$ cat config.mk
export PLATFORM = sky130hd
export DESIGN_NAME = param_reg_file
export DESIGN_NICKNAME = d
export VERILOG_FILES = /design/src/rtl/param_reg_file.sv
export SDC_FILE = /design/constraint.sdc
export NUM_CORES = 1
export LEC_CHECK = 0
export CAP_MARGIN = 20
export CORE_MARGIN = 2
export CORE_UTILIZATION = 45
export CTS_BUF_LIST = sky130_fd_sc_hd__clkbuf_4 sky130_fd_sc_hd__clkbuf_8 sky130_fd_sc_hd__clkbuf_16
export DETAILED_ROUTE_END_ITERATION = 8
export PLACE_DENSITY = 0.66
export SLEW_MARGIN = 10
export SYNTH_ARGS = -nofsm -noshare
export SYNTH_HDL_FRONTEND = slang
export SYNTH_SLANG_ARGS = --single-unit
$ cat constraint.sdc
create_clock -name clk -period 2.7 [get_ports clk]
set_input_delay 0.27 -clock clk [delete_from_list [all_inputs] [get_ports clk]]
set_output_delay 0.27 -clock clk [all_outputs]
set_load 0.05 [all_outputs]
$ cat src/rtl/param_reg_file.sv
// Parametrised register file with pending-write scoreboard, optional zero register,
// write-to-read bypass and a branch-target read port that waits on pending writes.
module param_reg_file #(
  parameter int DATA_W   = 32,
  parameter int ADDR_W   = 3,
  parameter int ZERO_REG = 0,
  parameter int BYPASS   = 1
) (
  input  logic              clk,
  input  logic              reset,
  input  logic [ADDR_W-1:0] read_addr1,
  input  logic [ADDR_W-1:0] read_addr2,
  output logic [DATA_W-1:0] reg1_val,
  output logic [DATA_W-1:0] reg2_val,
  output logic              reg1_busy,
  output logic              reg2_busy,
  input  logic              write_enable,
  input  logic [ADDR_W-1:0] write_addr,
  input  logic [DATA_W-1:0] write_value_alu,
  input  logic [DATA_W-1:0] write_value_id,
  input  logic              write_data_sel,
  input  logic              issue_enable,
  input  logic [ADDR_W-1:0] issue_addr,
  input  logic              br_req,
  input  logic [ADDR_W-1:0] br_addr,
  output logic [DATA_W-1:0] br_value,
  output logic              br_valid,
  output logic              br_busy
);

  localparam int NREGS = 2 ** ADDR_W;

  typedef enum logic {IDLE, WAIT} brState_t;

  logic [DATA_W-1:0] r_regs [NREGS];
  logic [NREGS-1:0]  r_busy;
  brState_t          r_state;
  brState_t          w_nextState;
  logic [ADDR_W-1:0] r_brAddr;
  logic [DATA_W-1:0] r_brValue;
  logic              r_brValid;

  logic [DATA_W-1:0] w_wdata;
  logic              w_wrEn;
  logic              w_issEn;
  logic [ADDR_W-1:0] w_rdAddr [3];
  logic [DATA_W-1:0] w_rdVal  [3];
  logic              w_rdBusy [3];
  logic              w_brLoad;
  logic [DATA_W-1:0] w_brData;
  logic              w_brLatch;

  assign w_wdata = write_data_sel ? write_value_alu : write_value_id;
  assign w_wrEn  = write_enable && !((ZERO_REG == 1) && (write_addr == '0));
  assign w_issEn = issue_enable && !((ZERO_REG == 1) && (issue_addr == '0));

  // Issue is applied after the write so a same-cycle reissue leaves the register busy
  always_ff @(posedge clk) begin
    if (reset) begin
      for (int i = 0; i < NREGS; i++) r_regs[i] <= '0;
      r_busy <= '0;
    end else begin
      if (w_wrEn) begin
        r_regs[write_addr] <= w_wdata;
        r_busy[write_addr] <= 1'b0;
      end
      if (w_issEn) r_busy[issue_addr] <= 1'b1;
    end
  end

  assign w_rdAddr[0] = read_addr1;
  assign w_rdAddr[1] = read_addr2;
  assign w_rdAddr[2] = br_addr;

  // Shared view for both read ports and the branch lookup
  always_comb begin
    for (int k = 0; k < 3; k++) begin
      w_rdVal[k]  = r_regs[w_rdAddr[k]];
      w_rdBusy[k] = r_busy[w_rdAddr[k]];
      if ((BYPASS == 1) && w_wrEn && (write_addr == w_rdAddr[k])) begin
        w_rdVal[k]  = w_wdata;
        w_rdBusy[k] = w_issEn && (issue_addr == w_rdAddr[k]);
      end
      if ((ZERO_REG == 1) && (w_rdAddr[k] == '0)) begin
        w_rdVal[k]  = '0;
        w_rdBusy[k] = 1'b0;
      end
    end
  end

  assign reg1_val  = w_rdVal[0];
  assign reg2_val  = w_rdVal[1];
  assign reg1_busy = w_rdBusy[0];
  assign reg2_busy = w_rdBusy[1];

  always_comb begin
    w_nextState = r_state;
    w_brLoad    = 1'b0;
    w_brData    = r_brValue;
    w_brLatch   = 1'b0;
    case (r_state)
      IDLE: begin
        if (br_req) begin
          if (!w_rdBusy[2]) begin
            w_brLoad = 1'b1;
            w_brData = w_rdVal[2];
          end else begin
            w_brLatch   = 1'b1;
            w_nextState = WAIT;
          end
        end
      end
      WAIT: begin
        // Waiting completes on the raw writeback, independent of the bypass setting
        if (write_enable && (write_addr == r_brAddr)) begin
          w_brLoad    = 1'b1;
          w_brData    = w_wdata;
          w_nextState = IDLE;
        end
      end
      default: w_nextState = IDLE;
    endcase
  end

  always_ff @(posedge clk) begin
    if (reset) begin
      r_state   <= IDLE;
      r_brAddr  <= '0;
      r_brValue <= '0;
      r_brValid <= 1'b0;
    end else begin
      r_state   <= w_nextState;
      r_brValid <= w_brLoad;
      if (w_brLoad) r_brValue <= w_brData;
      if (w_brLatch) r_brAddr <= br_addr;
    end
  end

  assign br_value = r_brValue;
  assign br_valid = r_brValid;
  assign br_busy  = (r_state == WAIT);

endmodule

* After elaboration in Yosys (flattened, before gate mapping)
Memory sizes are Yosys's and may differ from the RTL's.
Index checks and enable logic that the tools add are counted.
** Operators by class
- Div/mod/pow operators :: 0
- Add/subtract/negate cells :: 0
- Multipliers :: 0
- Shifts and indexed selects :: 0
- Multiplexer cells :: 41
- Equal/unequal tests :: 10
- Bitwise operators :: 4
- $lt $le $gt $ge :: 7
- Reductions and logical operators :: 11
** Operator list (number)
- $mux 32 :: 8
- $pmux 32 s2 :: 1
- $reduce_or 32->1 :: 1
- $mux 8 :: 3
- $eq 3x3->1 :: 7
- $mux 1 :: 21
- $lt 3x4->1 const B :: 5
- $bmux 1 s3 :: 3
- $logic_and 1x1->1 :: 9
- $and 8x8->8 :: 1
- $not 8->8 :: 1
- $or 8x8->8 :: 1
- $demux 1 s3 :: 2
- $ge 3x1->1 const B :: 2
- $ne 2x2->1 const B :: 2
- $pmux 1 s2 :: 2
- $reduce_and 4->1 :: 1
- $mux 3 :: 1
- $ne 2x1->1 const B :: 1
- $not 1->1 :: 1
** Storage, ports and cells
- Memory bits (read-only) :: 0
- Word-level logic and storage cells :: 79
- Output and inout bits :: 100
- Bits in registers :: 45
- Input port bits :: 85
- Memories :: 1
- Latch bits :: 0
- Memory bits (writable) :: 256
** Memories
- r_regs :: depth 8, bits a word 32, read ports 3, clocked after memory_dff 0, write ports 8, RTL line 35 : logic [DATA_W-1:0] r_regs [NREGS];

* Depth between registers and ports, before layout
- Word-level depth :: 10
- Mapped depth :: 8
- Mapped depth without buffers :: 5

* Least setup slack after synthesis
OpenSTA, ideal clock, no wires.
- Path kind :: input port to output port
- From :: in write_data_sel
- To :: out reg2_val[11]
- Data required time :: 2.430 ns
- Path slack :: 0.006 ns
- Arrival time :: 2.424 ns
- Stages :: 5
- Path through :: clkbuf_1 > buf_1 > mux2i_1 > clkbuf_1 > o21ai_0
** Between the ends
- Cells in the longest elaborated chain, start to end :: 2
** RTL lines
- from (decl) :: RTL line 21 : input logic write_data_sel,
- $mux 32 :: RTL line 53 : assign w_wdata = write_data_sel ? write_value_alu : write_value_id;
- $mux 32 :: RTL line 80 : if ((BYPASS == 1) && w_wrEn && (write_addr == w_rdAddr[k])) begin
- to (decl) :: RTL line 14 : output logic [DATA_W-1:0] reg2_val,
Every way passes these cells.

* Worst setup path in the final report
- From :: in write_addr[2]
- To :: out reg2_val[14]
** Between the ends
- Cells in the longest elaborated chain, start to end :: 3
** RTL lines
- from (decl) :: RTL line 18 : input logic [ADDR_W-1:0] write_addr,
- $eq 3x3->1 :: RTL line 80
- $logic_and 1x1->1 :: RTL line 80
- $mux 32 :: RTL line 80
Every way passes these cells.

==> results.cfg <==
[min_path]
min_from = reset
min_path_cells = 3
hp-class = in2reg
hold_end = r_busy[7]

[critical_path]
ff2ff_path_depth = 5
cp_max_fo = 40
worst_ep_arrival_time_ps = 2330
r2r-end = br_value[4]
rrSetupSlack_ps = 820
required_ps = 2430
worstReg2RegStart = r_busy[7]
worst_setup_path_start_kind = input port
endpoint_kind = primary output
crit_type = in2out

[placement]
portBuffers = 184
dpl.cell_count = 2078
gp_congestion = 0.8149
hpwl_um = 35740

[floorplan]
placementRows = 73
core_um2 = 39820
dieHeight_um = 205.2
die-area_um2 = 42120
start_util_pct = 45.76
pin_count = 185
die_x_um = 205.2

[synthesis]
synth_edf_count = 256
syn_inst = 1403
synth_mux_area_share_pct = 34.18
synth_seq_cells = 301
syn_area_per_cell_um2 = 12.99
synth_top_family_by_area = multiplexers
yosys.area_share.simple_pct = 8.865
synth_xor_area_share_pct = 1.133
synth_cell_type_count = 38
synth_compound_area_share_pct = 4.676
async_flop_share_pct = 0
ys_warn_count = 0
syn_area_um2 = 18220
ys.flop_type = edfxtp_1
yosysSeqAreaShare_pct = 47.13
syn_nets = 1488
synthAdderAreaFrac_pct = 0

[detailed_routing]
routedWlPerCell_um = 26.01
drtIter0Drc = 1305
routed_via_density = 6.213
first_pass_iters = 5
drc_errors = 0
vias = 13270
ant_nets = 0
routed_wl_um = 55550

[sta]
finalHoldViolCount = 0
period_share_pct = 96.44
worst_pin_slew_ps = 598.2
fin_crit_ps = 2604
max_freq_mhz = 384.0
rsz0062_at_grt = no
setup_violations = 0
relSlewSlack_pct = 59.70
fin_hold_ws_ps = 250.3
tns_ps = 0
maxSlewViolCount = 0
fin_worst_skew_ps = 10.44

[clocking]
cts_buffers = 31
h-tree-depth = 1
cts_tree = done
clkTransAtPathRegs_ps = 60
insertion_delay_ps = 560
post_cts_resize_count = 0
cts_buffer_depth = 3
cts_setup_buffers = 0
cts_sinks = 301
cts_root_buf = clkbuf_16
cts_hold_buf = 0

[grt]
track_usage_pct = 26.61
grt_first_pass_wirelength_um = 83430
antenna_found_initial = 1
overflow = 0
first_global_vias = 13580
grt_max_degree = 46

[run]
cap_viol_max_count = 0

[cells_and_area]
post_layout_nonfiller_instances = 2136
fin_nets = 1671
syn_to_final_growth_pct = 25.94
drive_gt1_share_pct = 35.59

[power]
leakagePower_nw = 8.477
power_density_nw_per_um2 = 598.6
irDropWorstVdd_mv = 0.4880
total_power_mw = 13.74

[outcome]
status = finished clean
[power by group]
part | leakage (nW) | internal [mW] | total, mW | switching [mW]
Sequential | 2.84 | 5.38 | 5.60 | 0.219
Clock | 0.496 | 2.34 | 4.12 | 1.77
Combinational | 5.14 | 1.90 | 4.02 | 2.12
[cell usage after synthesis, types with 2 or more instances]
master	instances	share of area [%]
xor2_1	2	0.096
o32ai_1	3	0.14
mux2_2	96	5.9
nand4_1	5	0.17
dfxtp_1	45	4.9
a31o_2	4	0.19
buf_2	23	0.63
buf_1	6	0.12
inv_1	11	0.23
mux4_2	197	24
nor2b_1	5	0.17
mux2i_1	71	3.9
xnor2_2	3	0.27
clkbuf_1	124	2.6
nand2_1	74	1.5
buf_8	3	0.25
buf_6	3	0.19
a32o_1	2	0.11
edfxtp_1	256	42
a21oi_1	37	1.0
nor2_1	261	5.4
xnor2_1	16	0.77
nand3_1	5	0.14
a41oi_1	2	0.096
o21ai_0	99	2.7
nand2b_1	38	1.3
[metrics by stage]
stage               setup slack (ps)  cell area (µm²)  utilization, %
detailed placement             35.01            21970           55.18
global placement               129.3            21970           55.18
CTS                            117.1            22950           57.62
finish                         96.15            22950           57.63
global route                   11.43            22950           57.62
floorplan                      5.680            18220               -
[cells in the final DEF, fill, tap and decap left out, types with 4 or more instances in the layout]
| master | netlist | layout |
|---|---|---|
| buf_4 | 1 | 105 |
| a21oi_1 | 37 | 37 |
| nor2_1 | 261 | 261 |
| buf_12 | 0 | 93 |
| mux2i_1 | 71 | 71 |
| edfxtp_1 | 256 | 256 |
| nand2_2 | 0 | 6 |
| a31o_2 | 4 | 4 |
| clkbuf_16 | 0 | 32 |
| nand2b_1 | 38 | 38 |
| nand2_1 | 74 | 68 |
| clkdlybuf4s50_1 | 0 | 107 |
| clkbuf_4 | 0 | 12 |
| xnor2_1 | 16 | 16 |
| dfxtp_1 | 45 | 45 |
| inv_1 | 11 | 9 |
| buf_2 | 23 | 5 |
| mux2_2 | 96 | 96 |
| nand4_1 | 5 | 5 |
| nor2b_1 | 5 | 5 |
| clkinv_2 | 0 | 7 |
| o21ai_0 | 99 | 99 |
| mux4_2 | 197 | 197 |
[worst max-delay path by stage]
stage / startpoint / to / slack (ps) / depth (start not counted)
after floorplan: write_data_sel / reg2_val[11] / 6 / 5
after global placement: write_addr[2] / reg2_val[14] / 130 / 7
final: write_addr[2] / reg2_val[14] / 100 / 7
after detailed placement: write_addr[0] / br_value[4] / 40 / 7
after global routing: write_addr[2] / reg2_val[12] / 10 / 7
after CTS: write_addr[2] / reg2_val[12] / 120 / 7
[flip-flops by register name (all words and copies together), names as in the netlist]
register  cells
br_value     32
br_valid      1
r_regs      256
r_busy        8
br_busy       1
r_brAddr      3
[logic make-up after synthesis]
logic type | after synthesis
AND/OR/NAND/NOR | 392
multiplexers | 364
flip-flops | 301
buffers and inverters | 171
AO/OA/AOI/OAI | 154
XOR/XNOR | 21
[final cells by class]
| cell class | instances | area (µm²) |
|---|---|---|
| antenna | 1 | 2.502 |
| fill | 3232 | 16870 |
| multi-input combinational | 931 | 8941 |
| clock inverter | 11 | 53.80 |
| timing repair buffer | 310 | 3746 |
| clock buffer | 46 | 918.4 |
| tap | 525 | 656.9 |
| sequential | 301 | 8588 |
| inverter | 11 | 41.29 |
[metal layers]
| metal | share of wire (%) | up-vias | GRT usage, % |
|---|---|---|---|
| met2 | 48 | 733 | 43.57 |
| met3 | 10 | 107 | 4.213 |
| met4 | 2.5 | 0 | 7.708 |
| li1 | - | 5673 | - |
| met5 | 0 | - | 0 |
| met1 | 39 | 6759 | 36.98 |
[critical path: stages]
cell and delay, ps:
clkdlybuf4s50_1 490, buf_4 190, xnor2_1 170, nand4_1 190, buf_12 220, o21ai_0 520
buf_12 210
Note: power is estimated with default switching activity, not from simulation.
